--- src/rtl/fixed_divider_if.sv ---
// fixed_divider_if: operand/result valid-ready bundle for fixed_divider.
interface fixed_divider_if #(parameter int WIDTH = 8);
  logic in_valid, in_ready, out_valid, out_ready, overflow, div_by_zero;
  logic [WIDTH-1:0] operand_a, operand_b, div_result;
  modport master(output in_valid, operand_a, operand_b, out_ready,
                 input in_ready, out_valid, div_result, overflow, div_by_zero);
  modport slave(input in_valid, operand_a, operand_b, out_ready,
                output in_ready, out_valid, div_result, overflow, div_by_zero);
endinterface

--- src/rtl/fixed_divider.sv ---
// fixed_divider: sequential signed Q(INTEGERWIDTH.FRACTIONWIDTH) restoring divider, one quotient bit per cycle.
// Define DIVIDER_SATURATE_EN to clamp overflowing quotients instead of wrapping them.
module fixed_divider #(
  parameter int WIDTH = 8,
  parameter int INTEGERWIDTH = 4,
  parameter int FRACTIONWIDTH = 4
) (
  input logic clk,
  input logic rst,
  fixed_divider_if.slave bus
);
  localparam int Q = INTEGERWIDTH + 2 * FRACTIONWIDTH;
  localparam int CW = $clog2(Q + 1);
  localparam logic [WIDTH-1:0] MAX = {1'b0, {(WIDTH-1){1'b1}}};
  localparam logic [WIDTH-1:0] MIN = {1'b1, {(WIDTH-1){1'b0}}};
  typedef enum logic [1:0] {IDLE, BUSY, DONE} state_t;
  state_t state;
  logic neg, rdy, vld, ovf_r, dbz;
  logic [WIDTH-1:0] dvs, rem, result, abs_a, abs_b, diff, wrap, res;
  logic [CW-1:0] cnt;
  logic [Q-1:0] quo, quo_next;
  logic [WIDTH:0] trial;
  logic bit_q, ovf;
  assign abs_a = bus.operand_a[WIDTH-1] ? -bus.operand_a : bus.operand_a;
  assign abs_b = bus.operand_b[WIDTH-1] ? -bus.operand_b : bus.operand_b;
  // quo doubles as the dividend shift register: dividend bits leave at the top, quotient bits enter at the bottom
  assign trial = {rem, quo[Q-1]};
  assign bit_q = trial >= {1'b0, dvs};
  assign diff = trial[WIDTH-1:0] - dvs;
  assign quo_next = {quo[Q-2:0], bit_q};
  assign ovf = neg ? quo_next > Q'({1'b0, MIN}) : quo_next > Q'(MAX);
  assign wrap = neg ? -quo_next[WIDTH-1:0] : quo_next[WIDTH-1:0];
`ifdef DIVIDER_SATURATE_EN
  assign res = ovf ? (neg ? MIN : MAX) : wrap;
`else
  assign res = wrap;
`endif
  assign bus.in_ready = rdy;
  assign bus.out_valid = vld;
  assign bus.div_result = result;
  assign bus.overflow = ovf_r;
  assign bus.div_by_zero = dbz;
  always_ff @(posedge clk) begin
    if (rst) begin
      state <= IDLE;
      rdy <= 1'b1;
      vld <= 1'b0;
      result <= '0;
      ovf_r <= 1'b0;
      dbz <= 1'b0;
      neg <= 1'b0;
      dvs <= '0;
      rem <= '0;
      quo <= '0;
      cnt <= '0;
    end else begin
      case (state)
        IDLE: if (bus.in_valid) begin
          neg <= bus.operand_a[WIDTH-1] ^ bus.operand_b[WIDTH-1];
          dvs <= abs_b;
          rem <= '0;
          quo <= {abs_a, {FRACTIONWIDTH{1'b0}}};
          cnt <= '0;
          rdy <= 1'b0;
          if (bus.operand_b == '0) begin
            state <= DONE;
            vld <= 1'b1;
            dbz <= 1'b1;
            ovf_r <= 1'b0;
            result <= bus.operand_a[WIDTH-1] ? MIN : MAX;
          end else state <= BUSY;
        end
        BUSY: begin
          rem <= bit_q ? diff : trial[WIDTH-1:0];
          quo <= quo_next;
          cnt <= cnt + 1'b1;
          if (cnt == CW'(Q - 1)) begin
            state <= DONE;
            vld <= 1'b1;
            result <= res;
            ovf_r <= ovf;
            dbz <= 1'b0;
          end
        end
        DONE: if (bus.out_ready) begin
          state <= IDLE;
          vld <= 1'b0;
          rdy <= 1'b1;
        end
        default: state <= IDLE;
      endcase
    end
  end
endmodule

--- src/flat_wrapper.sv ---
// flat-port wrapper written by rule: the top's interface ports become plain ports
module fixed_divider_flat 
#(
  parameter int WIDTH = 8,
  parameter int INTEGERWIDTH = 4,
  parameter int FRACTIONWIDTH = 4
)
  (clk, rst, bus_in_valid, bus_operand_a, bus_operand_b, bus_out_ready, bus_in_ready, bus_out_valid, bus_div_result, bus_overflow, bus_div_by_zero);
  fixed_divider_if #(.WIDTH(WIDTH)) bus_i ();
  input logic clk;
  input logic rst;
  input wire logic [$bits(bus_i.in_valid)-1:0] bus_in_valid;
  input wire logic [$bits(bus_i.operand_a)-1:0] bus_operand_a;
  input wire logic [$bits(bus_i.operand_b)-1:0] bus_operand_b;
  input wire logic [$bits(bus_i.out_ready)-1:0] bus_out_ready;
  output wire logic [$bits(bus_i.in_ready)-1:0] bus_in_ready;
  output wire logic [$bits(bus_i.out_valid)-1:0] bus_out_valid;
  output wire logic [$bits(bus_i.div_result)-1:0] bus_div_result;
  output wire logic [$bits(bus_i.overflow)-1:0] bus_overflow;
  output wire logic [$bits(bus_i.div_by_zero)-1:0] bus_div_by_zero;
  assign bus_i.in_valid = bus_in_valid;
  assign bus_i.operand_a = bus_operand_a;
  assign bus_i.operand_b = bus_operand_b;
  assign bus_i.out_ready = bus_out_ready;
  assign bus_in_ready = bus_i.in_ready;
  assign bus_out_valid = bus_i.out_valid;
  assign bus_div_result = bus_i.div_result;
  assign bus_overflow = bus_i.overflow;
  assign bus_div_by_zero = bus_i.div_by_zero;
  fixed_divider #(.WIDTH(WIDTH), .INTEGERWIDTH(INTEGERWIDTH), .FRACTIONWIDTH(FRACTIONWIDTH)) u_core (.clk(clk), .rst(rst), .bus(bus_i));
endmodule
--- config.mk ---
export PLATFORM = sky130hd
export DESIGN_NAME = fixed_divider_flat
export DESIGN_NICKNAME = d
export VERILOG_FILES = /design/src/rtl/fixed_divider_if.sv /design/src/rtl/fixed_divider.sv /design/src/flat_wrapper.sv
export SDC_FILE = /design/constraint.sdc
export NUM_CORES = 1
export LEC_CHECK = 0
export ABC_AREA = 1
export CORE_UTILIZATION = 40
export DETAILED_ROUTE_END_ITERATION = 16
export PLACE_DENSITY = 0.6
export SLEW_MARGIN = 20
export SYNTH_ARGS = -nofsm -noshare
export SYNTH_HDL_FRONTEND = slang
export SYNTH_SLANG_ARGS = --single-unit
--- constraint.sdc ---
create_clock -name clk -period 2.3 [get_ports clk]
set_input_delay 0.345 -clock clk [delete_from_list [all_inputs] [get_ports clk]]
set_output_delay 0.345 -clock clk [all_outputs]
set_load 0.02 [all_outputs]
# Word-level counts from Yosys, hierarchy flattened
# Cells that the tools add are included.
dict set report totals {
  reg_bits 47
  output_inout_bits 12
}
dict set report classes {
  addsub 5
  n_lt_le_gt_ge 3
  eq_ne 7
  mux 35
  n_bitwise 1
  reduce_logical 11
}
# operator n
set op_table {}
lappend op_table {{$mux W8} 9}
lappend op_table {{$pmux W8 S2} 2}
lappend op_table {{$neg A8 Y8} 3}
lappend op_table {{$pmux W12 S2} 1}
lappend op_table {{$gt A12 B7 Y1 const B} 1}
lappend op_table {{$gt A12 B8 Y1 const B} 1}
lappend op_table {{$mux W12} 1}
lappend op_table {{$mux W1} 11}
lappend op_table {{$ge A9 B8 Y1} 1}
lappend op_table {{$logic_not A8 Y1} 1}
lappend op_table {{$mux W2} 4}
lappend op_table {{$pmux W4 S2} 1}
lappend op_table {{$sub A8 B8 Y8} 1}
lappend op_table {{$pmux W1 S2} 3}
lappend op_table {{$pmux W2 S3} 1}
lappend op_table {{$reduce_and A3 Y1} 2}
lappend op_table {{$reduce_and A5 Y1} 1}
lappend op_table {{$add A4 B1 Y4 const B} 1}
lappend op_table {{$eq A4 B4 Y1 const B} 1}
lappend op_table {{$mux W4} 1}
lappend op_table {{$ne A2 B1 Y1 const B} 2}
lappend op_table {{$ne A2 B2 Y1 const B} 2}
lappend op_table {{$reduce_and A2 Y1} 2}
lappend op_table {{$reduce_and A4 Y1} 1}
lappend op_table {{other kinds (7)} 8}

# Longest topological paths before layout
dict set report logic_depth {
  word_depth 5
  mapped_depth 18
}

# Worst setup path after synthesis
# OpenSTA, ideal clock, no wires.
dict set report synth_timing {
  kind {register to register}
  start {register u_core.dvs[4]}
  end {register u_core.ovf_r, in the netlist u_core.bus.overflow}
  setup_ns 0.117
  t_arrival_ns 2.155
  required_ns 2.183
  setup_slack_ns 0.028
  stages_incl_launch_ff 17
  path_buffers 1
  period_less_slack_ns 2.272
  cell_sequence {dfxtp_1 -> inv_1 -> ha_1 -> a21oi_1 -> nand3_2 -> nand2_2 -> nand2_4 -> buf_8 -> inv_1 -> ha_1 -> inv_1 -> nor3_1 -> nand2_1 -> o31ai_1 -> o21ai_1 -> nor2_1 -> nor2_1}
}
dict set report synth_between {
  elab_chain_cells 5
  word_cells_on_any_way 6
  classes_between {order compare (3); mux (3)}
}
# item line_no
set synth_lines {}
lappend synth_lines {{start: declaration} fixed_divider.sv:19} ;# logic [WIDTH-1:0] dvs, rem, result, abs_a, abs_b, diff, wrap, res;
lappend synth_lines {{start signal: assignment} fixed_divider.sv:60} ;# dvs <= abs_b;
lappend synth_lines {{$ge A9 B8 Y1 (*)} fixed_divider.sv:28} ;# assign bit_q = trial >= {1'b0, dvs};
lappend synth_lines {{$gt A12 B7 Y1 / $gt A12 B8 Y1 (equally long branches)} fixed_divider.sv:31} ;# assign ovf = neg ? quo_next > Q'({1'b0, MIN}) : quo_next > Q'(MAX);
lappend synth_lines {{$mux W1 (*)} fixed_divider.sv:31}
lappend synth_lines {{$mux W1 (*)} fixed_divider.sv:77} ;# if (cnt == CW'(Q - 1)) begin
lappend synth_lines {{$pmux W1 S2 (*)} fixed_divider.sv:57} ;# case (state)
lappend synth_lines {{end signal: assignment} fixed_divider.sv:81} ;# ovf_r <= ovf;
lappend synth_lines {{end: declaration} fixed_divider.sv:18} ;# logic neg, rdy, vld, ovf_r, dbz;
# Mark *: on every way between the ends. The rest lies on a longest branch, timed or not. The select of a mux whose other input is x is not followed.
# A chain may end at the register's enable or synchronous reset.

# Worst setup path after layout
dict set report layout_timing {
  start {register u_core.dvs[2]}
  end {register u_core.ovf_r, in the netlist u_core.bus.overflow}
}
# Same word-level chain as after synthesis.

==> results_dict.tcl <==
set metrics [dict create \
    pwr_density_cell_nw_per_um2 1100 \
    syn_area_per_cell_um2 6.95 \
    slowest_delay_ns 0.34 \
    grt_pass1_wl_um 12000 \
    cts.path.max_buffers 2 \
    synth_nets 440 \
    clockRootBuffer "clkbuf_8" \
    clkSlewWorstSetupHoldPaths_ns 0.09 \
    synthCells 406 \
    die_w_um 86.0 \
    yosys-top-cells-count "nand2_1, inv_1, a21oi_1" \
    hold_ws_ns 0.470 \
    path_buf_inv 3 \
    critPathSlowestCell "dfxtp_2" \
    slew_viol_final 0 \
    synth-main-ff-cell "dfxtp_1" \
    hold_class "reg -> reg" \
    finClkSkew_ns 0.0105 \
    critPathTopFamily "simple AND/OR/NAND/NOR gates" \
    fin_nets 479 \
    viasPerCell 5.03 \
    cts_buffers 5 \
    start_util_pct 41.5 \
    p_total_w 0.00394 \
    critPathCaptureType "register" \
    antenna_found_initial 0 \
    grt_max_degree 29 \
    max_freq_mhz 454 \
    dieHeight_um 86.0 \
    drcViolationCount 0 \
    critPathLaunchType "register" \
    place.gp.congestion 0.855 \
    synth_cell_types 42 \
    ys_top_cells_by_area "dfxtp_1, nand2_1, a21oi_1, inv_1, ha_1" \
    syn-cell-area_um2 2820 \
    worst-path-max-fanout 4 \
    cp_data_required_time_ns 2.51 \
    drive_above_1_share_pct 17.9 \
    relSlewSlack_pct 61.7 \
    fillers 650 \
    fin_crit_ns 2.20 \
    crit_chain "inv_2 > ha_4 > nand2_1 > nand2_2 > nand2_2 > nand3_2 > nand2_4 > nand2_4 > inv_4 > ha_4 > inv_2 > nor3_4 > nand2_1 > o31ai_1 > o21ai_1 > nor2_1 > nor2_1" \
    dr_total_vias 2725 \
    drtIter0Drc 207 \
    async_reset_ff_share_pct 0 \
    wl_per_cell_um 13.4 \
    synth_edf_count 0 \
    routed_wl_um 7270 \
    worstSetupPathType "reg -> reg" \
    numPortBuffers 31 \
    cts_tree "done" \
    worst_pin_slew_ns 0.574 \
    diodes 0 \
    synth-warning-count 0 \
    ant_nets 0 \
    rsz0062_at_grt "true" \
    setup_violations 0 \
    clock-sinks 47 \
    grt_remaining_overflow 0 \
    rows 30 \
    htreeDepth 2 \
    status "finished, final reports clean" \
    area_growth_pct 27.0 \
    grt_usage_pct 20.5 \
    first_pass_iters 4 \
    max_cap_viol_count 0 \
    yosys.area.top_type_share_pct 33.3 \
    ys_ff_latch 47 \
    synth.most_common_cell "nand2_1" \
    ir_drop_mv 0.378 \
    finalSetupTns_ns 0 \
    arrival_ns 2.41 \
    clk-insertion-delay-late_ns 0.30 \
    power.leakage_nw 1.48 \
    ioPinCount 32 \
    grt_pass1_vias 2552 \
    dp_hpwl_um 5060 \
    coreArea_um2 6790 \
    dieArea_um2 7400 \
    synth.largest_area_cell "dfxtp_1" \
    yosysSeqAreaShare_pct 33.3 \
    hold_viol 0 \
    min_period_over_period_pct 95.8 \
    cts_hold_buf 0 \
]
==> cell type report <==
class,count,area [um^2],area share (%)
clock inverter,2,35.0,0.977
sequential,47,956,26.7
clock buffer,6,82.6,2.30
inverter,53,204,5.69
timing repair buffer,46,423,11.8
tap,96,120,3.35
multi-input combinational,292,1770,49.2
==> cell families after synthesis <==
family,after synthesis,share of synthesized area (%)
compound gates,100,19.9
xor+xnor,10,3.10
flops,47,33.3
fa+ha+maj,14,6.47
buf+inv,67,9.88
simple gates,168,27.3
==> worst paths after layout <==
path                            cells after the start                 start              endpoint  slack (ns)
worst min-delay path                                2  u_core.bus.out_valid  u_core.bus.out_valid        0.47
worst min register to register                      2  u_core.bus.out_valid  u_core.bus.out_valid        0.47
worst max-delay path                               17         u_core.dvs[2]   u_core.bus.overflow         0.1
worst max register to register                     17         u_core.dvs[2]   u_core.bus.overflow         0.1
==> layer usage <==
metal,GRT usage [%],share of wire (%),up-vias
met5,0,0,-
met4,5.76,1.1,0
met3,2.98,3.8,9
met2,34.2,47,55
met1,27.4,48,1252
li1,-,-,1409
==> registers in the layout, summed over array words and instances, names as in the netlist <==
name / cells
u_core.bus.div_by_zero: 1
u_core.bus.overflow: 1
u_core.bus.div_result: 8
u_core.cnt: 4
u_core.rem: 8
u_core.neg: 1
u_core.quo: 12
u_core.state: 2
u_core.bus.out_valid: 1
u_core.bus.in_ready: 1
u_core.dvs: 8
==> report_power, final <==
part / internal [W] / switching [W]
sequential: 0.000959 / 0.000121
combinational: 0.000959 / 0.00126
clock: 0.000352 / 0.000291
==> worst min-delay path, stage by stage, from the launching register on <==
cell	delay, ns
dfxtp_1	0.32
nand2_1	0.06
a21oi_1	0.05
==> timing repair <==
| item | CTS | global route |
|---|---|---|
| setup endpoints to repair | 1 | 5 |
| pin swaps | 0 | 11 |
| setup buffers | 0 | 3 |
| gates resized for setup | 2 | 38 |
==> stage by stage <==
| step | setup WS (ns) | std cells | area (um^2) | util (%) |
|---|---|---|---|---|
| 6_report | 0.0961 | 542 | 3590 | 52.8 |
| 5_1_grt | -0.0624 | 542 | 3590 | 52.8 |
| 4_1_cts | 0.0734 | 539 | 3390 | 49.9 |
| 3_5_place_dp | 0.0102 | 531 | 3270 | 48.1 |
| 3_3_place_gp | 0.0749 | 531 | 3270 | 48.1 |
| 2_1_floorplan | 0.0284 | 406 | 2820 | - |
==> layout by cell type, fill, tap and decap left out, types with 4 or more instances in the layout <==
cell type,n
a21oi_1,48
o21ai_0,25
nand2_4,5
nand4_1,4
dfxtp_1,35
xor2_1,6
inv_1,46
nor3_1,7
ha_1,4
buf_4,15
clkdlybuf4s50_1,31
nor2_1,32
or2_2,4
clkbuf_8,6
nand2_2,4
nand2_1,78
a31oi_1,4
inv_2,5
nand3_1,20
dfxtp_2,12
nor2_4,4
ha_4,9
o21ai_1,9
xnor2_1,4
Note: power is estimated with default switching activity, not from simulation.
